File: config.mk
export PLATFORM = sky130hd
export DESIGN_NAME = professor_scheduler
export DESIGN_NICKNAME = d
export VERILOG_FILES = /design/src/rtl/professor_scheduler.sv
export SDC_FILE = /design/constraint.sdc
export NUM_CORES = 1
export LEC_CHECK = 0
export ABC_CLOCK_PERIOD_IN_PS = 5600
export CAP_MARGIN = 15
export CORE_AREA = 2 2 76 78
export CTS_CLUSTER_DIAMETER = 100
export DETAILED_ROUTE_END_ITERATION = 7
export DIE_AREA = 0 0 78 80
export PLACE_DENSITY = 0.77
export SLEW_MARGIN = 20
export SYNTH_ARGS = -nofsm -noshare
export SYNTH_HDL_FRONTEND = slang
export SYNTH_SLANG_ARGS = --single-unit
File: constraint.sdc
create_clock -name Clk -period 5.6 [get_ports Clk]
set_input_delay 0.84 -clock Clk [delete_from_list [all_inputs] [get_ports Clk]]
set_output_delay 0.84 -clock Clk [all_outputs]
set_load 0.05 [all_outputs]
File: src/rtl/professor_scheduler.sv
// Professor visit scheduler: sends a Warn lead-in, then raises Professor after a
// pseudo-random number of game seconds, and holds it until the quiz logic completes
// a 4-phase Quiz_Done handshake. It also keeps saturating visit and fail counters.
`timescale 1ns/1ps

module professor_scheduler #(
    parameter int unsigned TICK_DIV       = 100000000,
    parameter int unsigned MIN_GAP        = 8,
    parameter int unsigned GAP_RANGE_LOG2 = 3,
    parameter int unsigned WARN_SECS      = 2,
    parameter logic [15:0] LFSR_SEED      = 16'hACE1
) (
    input  logic       Clk,
    input  logic       Reset,
    input  logic       Enable,
    input  logic       Quiz_Done,
    input  logic       Quiz_Pass,
    output logic       Warn,
    output logic       Professor,
    output logic       Sec_Tick,
    output logic [3:0] Visits,
    output logic [2:0] Fails
);

    localparam int unsigned PW       = $clog2(TICK_DIV);
    localparam logic [PW-1:0] PrescMax = PW'(TICK_DIV - 1);
    localparam logic [7:0]    WarnAt   = 8'(WARN_SECS);

    typedef enum logic [2:0] {
        StOff,
        StWait,
        StWarn,
        StPresent,
        StRelease
    } state_e;

    state_e         state_q;
    logic [PW-1:0]  presc_q;
    logic [7:0]     gap_q;
    logic [15:0]    lfsr_q;
    logic           warn_q;
    logic           prof_q;
    logic           sec_tick_q;
    logic [3:0]     visits_q;
    logic [2:0]     fails_q;

    logic           counting;
    logic           tick_d;
    logic [7:0]     gap_load_d;
    logic [7:0]     gap_dec;
    logic [15:0]    lfsr_d;

    // Prescaler wrap detect, next gap, next LFSR value and decremented gap.
    always_comb begin
        counting   = (state_q == StWait) || (state_q == StWarn);
        tick_d     = counting && (presc_q == PrescMax);
        gap_load_d = 8'(MIN_GAP) + 8'(lfsr_q[GAP_RANGE_LOG2-1:0]);
        lfsr_d     = {1'b0, lfsr_q[15:1]} ^ (lfsr_q[0] ? 16'hB400 : 16'h0000);
        gap_dec    = gap_q - 8'd1;
    end

    // Scheduler FSM with registered outputs, prescaler, LFSR and counters.
    always_ff @(posedge Clk) begin
        if (Reset) begin
            state_q    <= StOff;
            presc_q    <= '0;
            gap_q      <= '0;
            lfsr_q     <= LFSR_SEED;
            warn_q     <= 1'b0;
            prof_q     <= 1'b0;
            sec_tick_q <= 1'b0;
            visits_q   <= '0;
            fails_q    <= '0;
        end else begin
            sec_tick_q <= tick_d;
            if (counting) begin
                presc_q <= tick_d ? '0 : presc_q + PW'(1);
            end

            case (state_q)
                StOff: begin
                    warn_q  <= 1'b0;
                    prof_q  <= 1'b0;
                    presc_q <= '0;
                    if (Enable) begin
                        gap_q   <= gap_load_d;
                        lfsr_q  <= lfsr_d;
                        state_q <= StWait;
                    end
                end
                StWait: begin
                    if (!Enable) begin
                        state_q <= StOff;
                    end else if (tick_d) begin
                        gap_q <= gap_dec;
                        if (gap_dec == WarnAt) begin
                            warn_q  <= 1'b1;
                            state_q <= StWarn;
                        end
                    end
                end
                StWarn: begin
                    if (!Enable) begin
                        warn_q  <= 1'b0;
                        state_q <= StOff;
                    end else if (tick_d) begin
                        gap_q <= gap_dec;
                        if (gap_dec == 8'd0) begin
                            warn_q  <= 1'b0;
                            prof_q  <= 1'b1;
                            state_q <= StPresent;
                        end
                    end
                end
                StPresent: begin
                    // Enable is ignored here: a visit in progress always completes.
                    if (Quiz_Done) begin
                        prof_q <= 1'b0;
                        if (visits_q != 4'hF) begin
                            visits_q <= visits_q + 4'd1;
                        end
                        if (!Quiz_Pass && (fails_q != 3'h7)) begin
                            fails_q <= fails_q + 3'd1;
                        end
                        state_q <= StRelease;
                    end
                end
                StRelease: begin
                    if (!Quiz_Done) begin
                        if (Enable) begin
                            gap_q   <= gap_load_d;
                            lfsr_q  <= lfsr_d;
                            presc_q <= '0;
                            state_q <= StWait;
                        end else begin
                            state_q <= StOff;
                        end
                    end
                end
                default: state_q <= StOff;
            endcase
        end
    end

    assign Warn      = warn_q;
    assign Professor = prof_q;
    assign Sec_Tick  = sec_tick_q;
    assign Visits    = visits_q;
    assign Fails     = fails_q;

endmodule

==> qor.yml <==
synth_edf_count: 0
routedWlPerCell_um: 13.3
synthSimpleGateAreaFrac: 0.289
rsz0062_at_grt: "false"
cp.arrival_ns: 3.00
setup_tns_ns: 0
grt_pass1_wl_um: 10600
nFillCells: 495
firstDrtPassIters: 4
synth_fp_nets: 387
drt_iter0_markers: 170
fin_ws_ns: 2.89
power_frac_comb: 0.210
synthMuxAreaShare: 0.0163
power.share.clock: 0.336
synth_compound_gate_area_share: 0.111
yosysTopAreaCellShare: 0.407
yosysTopAreaCell: "dfxtp_1"
cts_buffer_depth: 2
worstMarginPinSlew_ns: 0.797
ys_types: 57
dieArea_um2: 6240
numCtsBuffers: 9
clkSlewWorstSetupHoldPaths_ns: 0.07
htree_levels: 3
max_freq_mhz: 369
antenna_found_initial: 0
cts_resized: 0
final_cell_area_um2: 3450
hpwl_um: 3940
required_ns: 5.90
synth_commonest_cells: "dfxtp_1 (64), nor2_1 (53), nand2_1 (42)"
hold_ws_ns: 0.453
postSynth.asyncResetShare: 0
wl_um: 6000
status: "finished, final reports clean"
ys_warn_count: 0
skew_ns: 0.00739
p_int_mw: 0.795
post_cts_buffers: 0
vias: 2582
maxCapViolations: 0
synth_area_leaders: "dfxtp_1 (41%), xor2_1 (6.7%), nor2_1 (6.3%)"
min_path_type: "flip-flop to flip-flop"
drtAntennaViolNets: 0
cts_sinks: 64
clock_latency_ns: 0.35
synth_most_common_cell: "dfxtp_1"
hold_buffers: 0
track_usage: 0.212
area_growth_syn_to_layout_pct: 9.66
finalCritPeriodShare: 0.483
syn_area_um2: 3150
grt_overflow_total: 0
regArea_um2: 1280
synth_fa_ha_area_frac: 0.0310
power_density_nw_per_um2: 338
synthXorXnorAreaFrac: 0.0918
slew_headroom: 0.466
cp_max_fo: 10
multiInputGateArea_um2: 1700
ys.flop_type: "dfxtp_1"
synth_top_family_by_area: "simple AND/OR/NAND/NOR gates"
nNetsFinal: 387
numPortBuffers: 14
cts_tree: "built"
core-area_um2: 5410
die_y_um: 80
setup_violations: 0
worstSetupEndpointType: "flip-flop"
period_minus_slack_ns: 2.71
synth-seq-area-share: 0.407
power.leakage_nw: 1.29
synth_cells: 375
maxSlewViolCount: 0
max-vdd-ir-drop_v: 0.000202
synth_area_per_cell_um2: 8.39
drive_gt1_frac: 0.0765
grt_max_degree: 42
cp-start-kind: "flip-flop"
dp_slack_ns: 2.90
drcViolationCount: 0
avgViaCountPerCell: 5.73
placed_cell_area_um2: 3260
io_pins: 15
cts-root-buf: "clkbuf_8"
hold_violations: 0
gp_congestion: 0.788
row_count: 27
diodes: 0
p_sw_mw: 0.372
switching_share: 0.319
grt_pass1_vias: 2355
ys_ff_latch: 64
die_x_um: 78
seqPwrFrac: 0.454
start_util: 0.582
worstSetupPathType: "flip-flop to flip-flop"
r2r_slack_ns: 2.89
[area by class of cell]
cell class	instances	share of cell area
well taps	72	0.0261
multi-input cells	276	0.491
inverters	7	0.00761
repair buffers	17	0.0471
flip-flops and latches	64	0.371
clock buffers	10	0.0399
clock inverters	5	0.0167
[state kept, by name, indices dropped and copies added (netlist names)]
signal / count
Sec_Tick: 1
Fails: 3
Visits: 4
gap_q: 8
presc_q: 27
lfsr_q: 16
state_q: 3
Professor: 1
Warn: 1
[power groups by stage]
| stage | combinational, mW | clock (mW) | sequential (mW) |
|---|---|---|---|
| finish | 0.245 | 0.392 | 0.529 |
| global route | 0.277 | 0.420 | 0.535 |
| CTS | 0.245 | 0.398 | 0.527 |
| detailed placement | 0.244 | 0 | 0.538 |
| global placement | 0.238 | 0 | 0.536 |
| floorplan | 0.229 | 0 | 0.508 |
[worst max-delay path, stage by stage, from the launching register on]
cell and delay (ns):
dfxtp_1 0.42, inv_1 0.10, ha_1 0.28, or4b_1 0.54, nor4b_1 0.28, a211oi_1 0.12, nor4_2 0.51, a41o_1 0.25
and3_1 0.14
[cell usage in the layout (no fill, tap or decap), types with 5 or more instances in the layout]
cell type and n:
a211oi_1 5, and3_1 8, nor3_1 9, nor2_1 53, nand4_1 13, ha_1 7, nand3b_1 8, inv_1 7
clkdlybuf4s50_1 14, xnor2_1 9, dfxtp_1 64, clkbuf_8 10, nand2_1 42, xor2_1 24, a21oi_1 15, nand3_1 14
o21ai_0 8
[metal layers]
layer  track usage  vias to the layer above  wire [µm]
met3        0.0554                       10        248
met1         0.272                     1219       2940
met4        0.0912                        0        102
met5             0                        -          0
met2         0.340                       45       2700
li1              -                     1308          -
[stage by stage]
step | total power [mW] | instances | util
after floorplan | 0.737 | 375 | -
after global placement | 0.773 | 436 | 0.602
after detailed placement | 0.781 | 436 | 0.602
after CTS | 1.17 | 451 | 0.638
after global routing | 1.23 | 451 | 0.638
final | 1.17 | 451 | 0.638
[worst paths after layout]
check | cells past startpoint | start | to
setup / recovery | 8 | gap_q[0] | Warn
setup reg to reg | 8 | gap_q[0] | Warn
hold reg to reg | 2 | lfsr_q[5] | lfsr_q[4]
hold / removal | 2 | lfsr_q[5] | lfsr_q[4]
[cells by family after synthesis]
family / Yosys count
simple gates: 177
flops: 64
compound gates: 53
buf+inv: 35
xor+xnor: 33
fa+ha+maj: 8
mux: 5
Power figures use the tool's default switching activity.
